--- config.mk ---
export PLATFORM = sky130hd
export DESIGN_NAME = ippcsge_tx_defer_ctl
export DESIGN_NICKNAME = d
export VERILOG_FILES = /design/src/rtl/ippcsge_tx_defer_ctl.sv
export SDC_FILE = /design/constraint.sdc
export NUM_CORES = 1
export LEC_CHECK = 0
export ABC_AREA = 1
export ABC_CLOCK_PERIOD_IN_PS = 4900
export CAP_MARGIN = 40
export CORE_MARGIN = 5
export CORE_UTILIZATION = 60
export DETAILED_ROUTE_END_ITERATION = 16
export PLACE_DENSITY_LB_ADDON = 0.05
export SLEW_MARGIN = 20
export SYNTH_ARGS = -nofsm -noshare
export SYNTH_HDL_FRONTEND = slang
export SYNTH_SLANG_ARGS = --single-unit
--- constraint.sdc ---
create_clock -name clk -period 4.9 [get_ports clk]
set_clock_uncertainty 0.05 [all_clocks]
set_input_delay 0.98 -clock clk [delete_from_list [all_inputs] [get_ports clk]]
set_output_delay 0.98 -clock clk [all_outputs]
set_load 0.005 [all_outputs]
--- src/rtl/ippcsge_tx_defer_ctl.sv ---
// ----------------------------------------------------------------------------
// ippcsge_tx_defer_ctl
//   Transmit access controller for the GE MAC TX path (CSMA/CD).
//   Decides when the TX datapath may start a frame. It handles:
//     - inter-frame-gap deferral, restarted by carrier in half duplex
//     - jam after a collision
//     - truncated binary exponential backoff driven by a free-running LFSR
//     - retry counting
//     - aborting the frame on a late collision or on excessive collisions
//   In full duplex, crs and col are ignored.
//
// Ports
//   clk        TX clock; all logic runs on its rising edge
//   rst_       asynchronous active-low reset
//   half_dplx  1 = CSMA/CD, 0 = full duplex; change only while idle
//   crs, col   carrier sense / collision, already synchronous to clk
//   tx_req     level: frame pending, held until tx_done or tx_abort
//   tx_done    pulse: last byte of the frame has been sent
//   tx_grant   level: datapath may send frame bytes
//   jam        level: datapath drives the jam pattern
//   tx_retry   pulse: attempt collided, frame will be resent
//   tx_abort   pulse: frame dropped (late or excessive collision)
//   late_col   pulse: collision seen at or beyond the slot time
//   retry_cnt  collisions seen on the current frame
// ----------------------------------------------------------------------------
module ippcsge_tx_defer_ctl #(
  parameter int IFG_TIME      = 12,
  parameter int JAM_TIME      = 4,
  parameter int SLOT_TIME     = 64,
  parameter int MAX_RETRY     = 16,
  parameter int BACKOFF_LIMIT = 10
) (
  input  logic       clk,
  input  logic       rst_,
  input  logic       half_dplx,
  input  logic       crs,
  input  logic       col,
  input  logic       tx_req,
  input  logic       tx_done,
  output logic       tx_grant,
  output logic       jam,
  output logic       tx_retry,
  output logic       tx_abort,
  output logic       late_col,
  output logic [4:0] retry_cnt
);

  localparam int IFG_W  = $clog2(IFG_TIME + 1);
  localparam int JAM_W  = $clog2(JAM_TIME + 1);
  localparam int SLOT_W = $clog2(SLOT_TIME + 1);

  typedef enum logic [2:0] {
    ST_IDLE,
    ST_DEFER,
    ST_XMIT,
    ST_JAM,
    ST_BACKOFF
  } state_e;

  state_e             state_q,     state_d;
  logic [IFG_W-1:0]   ifg_cnt_q,   ifg_cnt_d;
  logic [SLOT_W-1:0]  slot_cnt_q,  slot_cnt_d;
  logic [JAM_W-1:0]   jam_cnt_q,   jam_cnt_d;
  logic [9:0]         bo_num_q,    bo_num_d;
  logic [4:0]         retry_cnt_q, retry_cnt_d;
  logic               late_q,      late_d;
  logic [9:0]         lfsr_q,      lfsr_d;
  logic               tx_retry_q,  tx_retry_d;
  logic               tx_abort_q,  tx_abort_d;
  logic               late_col_q,  late_col_d;

  logic [4:0] retry_inc;
  logic [4:0] bo_k;
  logic [9:0] bo_mask;

  always_comb begin
    state_d     = state_q;
    ifg_cnt_d   = ifg_cnt_q;
    slot_cnt_d  = slot_cnt_q;
    jam_cnt_d   = jam_cnt_q;
    bo_num_d    = bo_num_q;
    retry_cnt_d = retry_cnt_q;
    late_d      = late_q;
    tx_retry_d  = 1'b0;
    tx_abort_d  = 1'b0;
    late_col_d  = 1'b0;

    // x^10 + x^7 + 1. The LFSR runs every cycle regardless of state.
    lfsr_d = {lfsr_q[8:0], lfsr_q[9] ^ lfsr_q[6]};

    // The backoff exponent is min(new retry count, BACKOFF_LIMIT).
    // When k equals 10, the shift wraps to 0, so the mask becomes all ones.
    retry_inc = retry_cnt_q + 5'd1;
    bo_k      = (retry_inc > 5'(BACKOFF_LIMIT)) ? 5'(BACKOFF_LIMIT) : retry_inc;
    bo_mask   = (10'd1 << bo_k) - 10'd1;

    case (state_q)
      ST_IDLE: begin
        if (tx_req) begin
          state_d   = ST_DEFER;
          ifg_cnt_d = '0;
        end
      end

      ST_DEFER: begin
        if (!tx_req) begin
          state_d = ST_IDLE;
        end else if (half_dplx && crs) begin
          ifg_cnt_d = '0;
        end else if (ifg_cnt_q == IFG_W'(IFG_TIME - 1)) begin
          state_d    = ST_XMIT;
          slot_cnt_d = '0;
        end else begin
          ifg_cnt_d = ifg_cnt_q + IFG_W'(1);
        end
      end

      ST_XMIT: begin
        if (slot_cnt_q < SLOT_W'(SLOT_TIME)) begin
          slot_cnt_d = slot_cnt_q + SLOT_W'(1);
        end
        // A collision takes priority over tx_done in the same cycle.
        if (half_dplx && col) begin
          state_d   = ST_JAM;
          jam_cnt_d = '0;
          if (slot_cnt_q >= SLOT_W'(SLOT_TIME)) begin
            late_d     = 1'b1;
            late_col_d = 1'b1;
          end
        end else if (tx_done) begin
          state_d     = ST_IDLE;
          retry_cnt_d = '0;
          late_d      = 1'b0;
        end
      end

      ST_JAM: begin
        if (jam_cnt_q == JAM_W'(JAM_TIME - 1)) begin
          if (late_q || (retry_cnt_q == 5'(MAX_RETRY - 1))) begin
            state_d     = ST_IDLE;
            tx_abort_d  = 1'b1;
            retry_cnt_d = '0;
            late_d      = 1'b0;
          end else begin
            state_d     = ST_BACKOFF;
            tx_retry_d  = 1'b1;
            retry_cnt_d = retry_inc;
            bo_num_d    = lfsr_q & bo_mask;
            slot_cnt_d  = '0;
          end
        end else begin
          jam_cnt_d = jam_cnt_q + JAM_W'(1);
        end
      end

      ST_BACKOFF: begin
        // slot_cnt counts cycles within a slot; bo_num counts the slots left.
        // A zero draw still costs a single cycle here.
        if (bo_num_q == 10'd0) begin
          state_d   = ST_DEFER;
          ifg_cnt_d = '0;
        end else if (slot_cnt_q == SLOT_W'(SLOT_TIME - 1)) begin
          slot_cnt_d = '0;
          bo_num_d   = bo_num_q - 10'd1;
          if (bo_num_q == 10'd1) begin
            state_d   = ST_DEFER;
            ifg_cnt_d = '0;
          end
        end else begin
          slot_cnt_d = slot_cnt_q + SLOT_W'(1);
        end
      end

      default: begin
        state_d = ST_IDLE;
      end
    endcase
  end

  always_ff @(posedge clk or negedge rst_) begin
    if (!rst_) begin
      state_q     <= ST_IDLE;
      ifg_cnt_q   <= '0;
      slot_cnt_q  <= '0;
      jam_cnt_q   <= '0;
      bo_num_q    <= '0;
      retry_cnt_q <= '0;
      late_q      <= 1'b0;
      lfsr_q      <= 10'h3FF;
      tx_retry_q  <= 1'b0;
      tx_abort_q  <= 1'b0;
      late_col_q  <= 1'b0;
    end else begin
      state_q     <= state_d;
      ifg_cnt_q   <= ifg_cnt_d;
      slot_cnt_q  <= slot_cnt_d;
      jam_cnt_q   <= jam_cnt_d;
      bo_num_q    <= bo_num_d;
      retry_cnt_q <= retry_cnt_d;
      late_q      <= late_d;
      lfsr_q      <= lfsr_d;
      tx_retry_q  <= tx_retry_d;
      tx_abort_q  <= tx_abort_d;
      late_col_q  <= late_col_d;
    end
  end

  assign tx_grant  = (state_q == ST_XMIT);
  assign jam       = (state_q == ST_JAM);
  assign tx_retry  = tx_retry_q;
  assign tx_abort  = tx_abort_q;
  assign late_col  = late_col_q;
  assign retry_cnt = retry_cnt_q;

endmodule

* Word-level counts from Yosys, hierarchy flattened
Cells that the tools add are included.
Widths: inputs -> output; s select.
** Operators by class
- Add/subtract/negate cells :: 6
- Order comparisons :: 3
- Equality and inequality tests :: 30
- Shifts and indexed selects :: 1
- Muxes and demuxes :: 58
- Bitwise operators :: 2
- Reductions and logical operators :: 16
** Operators by type and width (number)
- $mux 7 :: 8
- $mux 10 :: 4
- $mux 3 :: 13
- $mux 4 :: 7
- $pmux 7 s4 :: 1
- $mux 5 :: 5
- $ne 2x2->1 const B :: 10
- $pmux 10 s2 :: 1
- $sub 10x1->10 const B :: 2
- $ne 3x3->1 const B :: 5
- $pmux 3 s5 :: 1
- $mux 1 :: 14
- $pmux 4 s3 :: 1
- $and 10x10->10 :: 1
- $eq 10x1->1 const B :: 1
- $logic_not 10->1 :: 1
- $pmux 5 s2 :: 1
- $reduce_and 5->1 :: 2
- $shl 1x5->10 const A :: 1
- $eq 3x2->1 const B :: 3
- $ne 2x1->1 const B :: 4
- $reduce_and 8->1 :: 1
- $add 7x1->7 const B :: 1
- $eq 7x6->1 const B :: 1
- other kinds (24) :: 27
** Storage, ports and cells
- Bits in registers :: 46
- Bits of input ports :: 7
- Logic and storage cells :: 127

* Depth between registers and ports, before layout
- Depth after elaboration :: 9
- Depth in mapped cells :: 15
- Mapped depth without buffers :: 15

* Least setup slack after synthesis
Ideal clock, no wire load.
- Kind :: register -> register
- From :: reg retry_cnt_q[0] (netlist: retry_cnt[0])
- To :: reg bo_num_q[4]
- Setup time :: 116 ps
- Data arrival time :: 2215 ps
- Required time :: 4734 ps
- Path slack :: 2519 ps
- Stages on the path, launching flop included :: 15
- Path buffers :: 0
- Period minus slack after synthesis :: 2381 ps
- Cell sequence :: dfrtp_1 ha_1 nand2_1 nor2_1 ha_1 inv_1 nor2_1 nand3_1 ha_1 nand2_1 nand2_1 nand2_1 o21bai_1 nand2_1 nand2_1
** Between the ends
- Cells in the longest elaborated chain, start to end :: 9
** Ends and longest elaborated chain
- start: declaration :: line 65 : logic [4:0] retry_cnt_q, retry_cnt_d;
- start signal: assignment :: line 199 : retry_cnt_q <= retry_cnt_d;
- $add 5x1->5 :: line 93 : retry_inc = retry_cnt_q + 5'd1;
- $gt 5x4->1 :: line 94 : bo_k = (retry_inc > 5'(BACKOFF_LIMIT)) ? 5'(BACKOFF_LIMIT) : retry_inc;
- $mux 5 :: line 94
- $shl 1x5->10 :: line 95 : bo_mask = (10'd1 << bo_k) - 10'd1;
- $sub 10x1->10 :: line 95
- $and 10x10->10 :: line 148 : bo_num_d = lfsr_q & bo_mask;
- $mux 10 :: line 139 : if (late_q || (retry_cnt_q == 5'(MAX_RETRY - 1))) begin
- $mux 10 :: line 138 : if (jam_cnt_q == JAM_W'(JAM_TIME - 1)) begin
- $pmux 10 s2 :: line 97 : case (state_q)
- end signal: assignment :: line 198 : bo_num_q <= bo_num_d;
- end: declaration :: line 64 : logic [9:0] bo_num_q, bo_num_d;
Parallel ways exist; a longest one is shown, timed or not. The select of a mux whose other input is x is not followed.
A chain may end at the register's enable or synchronous reset.

* Worst setup path in the final report
- From :: reg state_q[2]
- To :: out tx_grant
** Between the ends
- Cells in the longest elaborated chain, start to end :: 1
** Ends and longest elaborated chain
- start: declaration :: line 60 : state_e state_q, state_d;
- start signal: assignment :: line 194 : state_q <= state_d;
- $eq 3x2->1 :: line 208 : assign tx_grant = (state_q == ST_XMIT);
- end: declaration :: line 40 : output logic tx_grant,
Every way passes these cells.

==> impl_metrics.toml <==
[clock_network]
clkLatencyLatePin_ns = 0.30
cts_tree = "yes"
cts_buffers = 5
root_buffer = "clkbuf_8"
cts_buffer_depth = 2
cts_hold_buf = 0
cts.sinks = 46
clk_pin_slew_ns = 0.08
ctsResizeCount = 0
h-tree-depth = 2
cts_setup_buffers = 0

[logic_synthesis]
synth.cell_area_sq_mm = 0.00276
syn_nets = 379
synth_top_family_by_area = "simple AND/OR/NAND/NOR gates"
yosys.area_share.simple = 0.323
synth.avg_cell_area_sq_um = 7.61
ys_seq_area_frac = 0.422
ys_types = 32
synth_compound_area_frac = 0.107
postSynthCellCount = 362
synth-seq-cells = 46
yosys_warnings = 0
synth.area.mux_share = 0
synthAdderAreaFrac = 0.0454
synth_xor_area_frac = 0.0377

[global_route]
grt_pass1_vias = 2200
grt_start_max_net_pins = 32
antenna_found_initial = 0
grt_pass1_wl_um = 10100
grt_use_total = 0.202
grt_overflow_total = 0

[timing]
fmax_mhz = 373
hold_viol_final = 0
worst_slew_pin_slew_ns = 0.584
layout_min_cycle_time_ns = 2.68
finalSetupViolCount = 0
layout_setup_ws_ns = 2.22
slew_violations = 0
finalSetupTns_ns = 0
rsz0062_at_grt = "false"
relSlewSlack = 0.608
fin_crit_sh = 0.547

[cells_and_area]
fillCellCount = 364
nets = 398
n_antenna_cell = 0
area_delta_synth_final_pct = 11.0
multi_input_area_sq_mm = 0.00141
layout.cells.non_filler = 434
drive_above_1_share = 0.115
postLayoutCellArea_sq_mm = 0.00306
seqCellArea_sq_mm = 0.00116

[job]
maxCapViolations = 0

[worst_setup_path]
critical_path_class = "flop to output pin"
crit_arrival_ns = 1.65
critPathRequiredTime_ns = 3.87
cp_slowest_cell = "clkdlybuf4s50_1"
slowest_delay_ns = 0.55
worst-path-buf-inv = 2
crit_path_start_kind = "flop"
crit_fanout = 5
cp_top_family = "buffers and inverters"
crit_chain = "inv_2, nand2_2, nor2_2, clkdlybuf4s50_1"
worstSetupEndpointType = "output pin"

[power]
power_density_mw_per_mm2 = 480
p_leak_uw = 0.00152
peakVddDrop_uv = 303

[hold_path]
hp-class = "flop to flop"

[routing]
drtPass1Iterations = 4
drc = 0
antenna_left = 0
drt_iter0_drc = 123
drt-wirelength-per-cell_um = 13.3
vias = 2389
viasPerCell = 5.50
wl_um = 5750

[placed_design]
dp_slack_ns = 2.13
io_buffers = 16
dp.cells = 426
placed_area_sq_mm = 0.00297
dp_hpwl_um = 4320
gp_congestion = 0.865

[floorplan]
fp.dieH_um = 77.8
fp.dieW_um = 77.8
dieArea_sq_mm = 0.00605
io_pins = 17
core_area_sq_mm = 0.00441
initial_utilization = 0.624
num_rows = 24

[outcome]
outcome = "finished clean"
Yosys cell counts (all sizes together):
cell / number / area (sq um)
dfstp: 10 / 263
a31oi: 1 / 6.26
nand4: 14 / 87.6
nand3b: 3 / 22.5
o21ai: 34 / 185
inv: 39 / 146
nor3: 5 / 25.0
buf: 3 / 21.3
nor2: 43 / 184
o22ai: 3 / 18.8
a21oi: 13 / 76.3
xor2: 7 / 61.3
clkbuf: 2 / 7.51
nand2: 90 / 350
clkinv: 1 / 3.75
o21bai: 1 / 7.51
dfrtp: 36 / 901
nand3: 39 / 195
xnor2: 4 / 42.6
or2: 3 / 18.8
ha: 10 / 125
nor4: 1 / 6.26
flip-flops by register name, indices dropped and copies added (netlist names):
name        cells
bo_num_q       10
lfsr_q         10
slot_cnt_q      7
retry_cnt       5
ifg_cnt_q       4
jam_cnt_q       3
state_q         3
late_col        1
late_q          1
tx_abort        1
tx_retry        1
path summary, 6_finish.rpt:
check | start | endpoint | slack [ns] | cells past startpoint
max | state_q[2] | tx_grant | 2.22 | 4
min | lfsr_q[8] | lfsr_q[9] | 0.31 | 0
max reg2reg | retry_cnt[0] | bo_num_q[1] | 2.26 | 12
min reg2reg | lfsr_q[8] | lfsr_q[9] | 0.31 | 0
max in group asynchronous | rst_ | lfsr_q[8] | 3.70 | 2
min in group asynchronous | rst_ | bo_num_q[5] | 0.54 | 1
metrics by stage:
step / hold slack [ns] / util / total power [uW]
6_report: 0.315 / 0.693 / 1470
5_1_grt: 0.323 / 0.693 / 1610
4_1_cts: 0.316 / 0.693 / 1470
3_5_place_dp: 0.306 / 0.672 / 1230
3_3_place_gp: 0.306 / 0.668 / 1210
2_1_floorplan: 0.304 / - / 1060
report_power, final:
| part | total (uW) | switching (uW) | internal (uW) | leakage, uW |
|---|---|---|---|---|
| Sequential | 518 | 72.7 | 445 | 0.000590 |
| Combinational | 709 | 452 | 257 | 0.000883 |
| Clock | 240 | 125 | 114 | 0.0000482 |
layout by cell type, fill, tap and decap left out, drive strengths merged, types with 7 or more instances in the layout:
master,count
inv,39
o21ai,34
xor2,7
dfstp,10
clkdlybuf4s50,15
nor2,43
clkbuf,7
a21oi,13
nand3,39
ha,10
nand4,14
dfrtp,36
nand2,90
logic make-up (layout without fill, tap and decap cells):
kind of cell,count (synthesis),in the layout
AOI/OAI and AO/OA,52,52
DFF,46,46
adders and majority gates,10,10
buffers and inverters,45,65
and+or+nand+nor,198,198
xor gates and xnor gates,11,11
cell type report:
| cell class | count | share of cell area |
|---|---|---|
| inverters | 40 | 0.0491 |
| clock inverters | 1 | 0.00164 |
| flip-flops and latches | 46 | 0.381 |
| repair buffers | 17 | 0.0573 |
| well taps | 52 | 0.0213 |
| multi-input cells | 271 | 0.462 |
| clock buffers | 7 | 0.0282 |
routing by layer:
| metal | up-vias | GRT usage | wire length (um) |
|---|---|---|---|
| met3 | 10 | 0.0324 | 193 |
| met4 | 0 | 0.0653 | 108 |
| li1 | 1239 | - | - |
| met2 | 46 | 0.317 | 2720 |
| met1 | 1094 | 0.284 | 2740 |
| met5 | - | 0 | 0 |
Note: power is estimated with default switching activity, not from simulation.
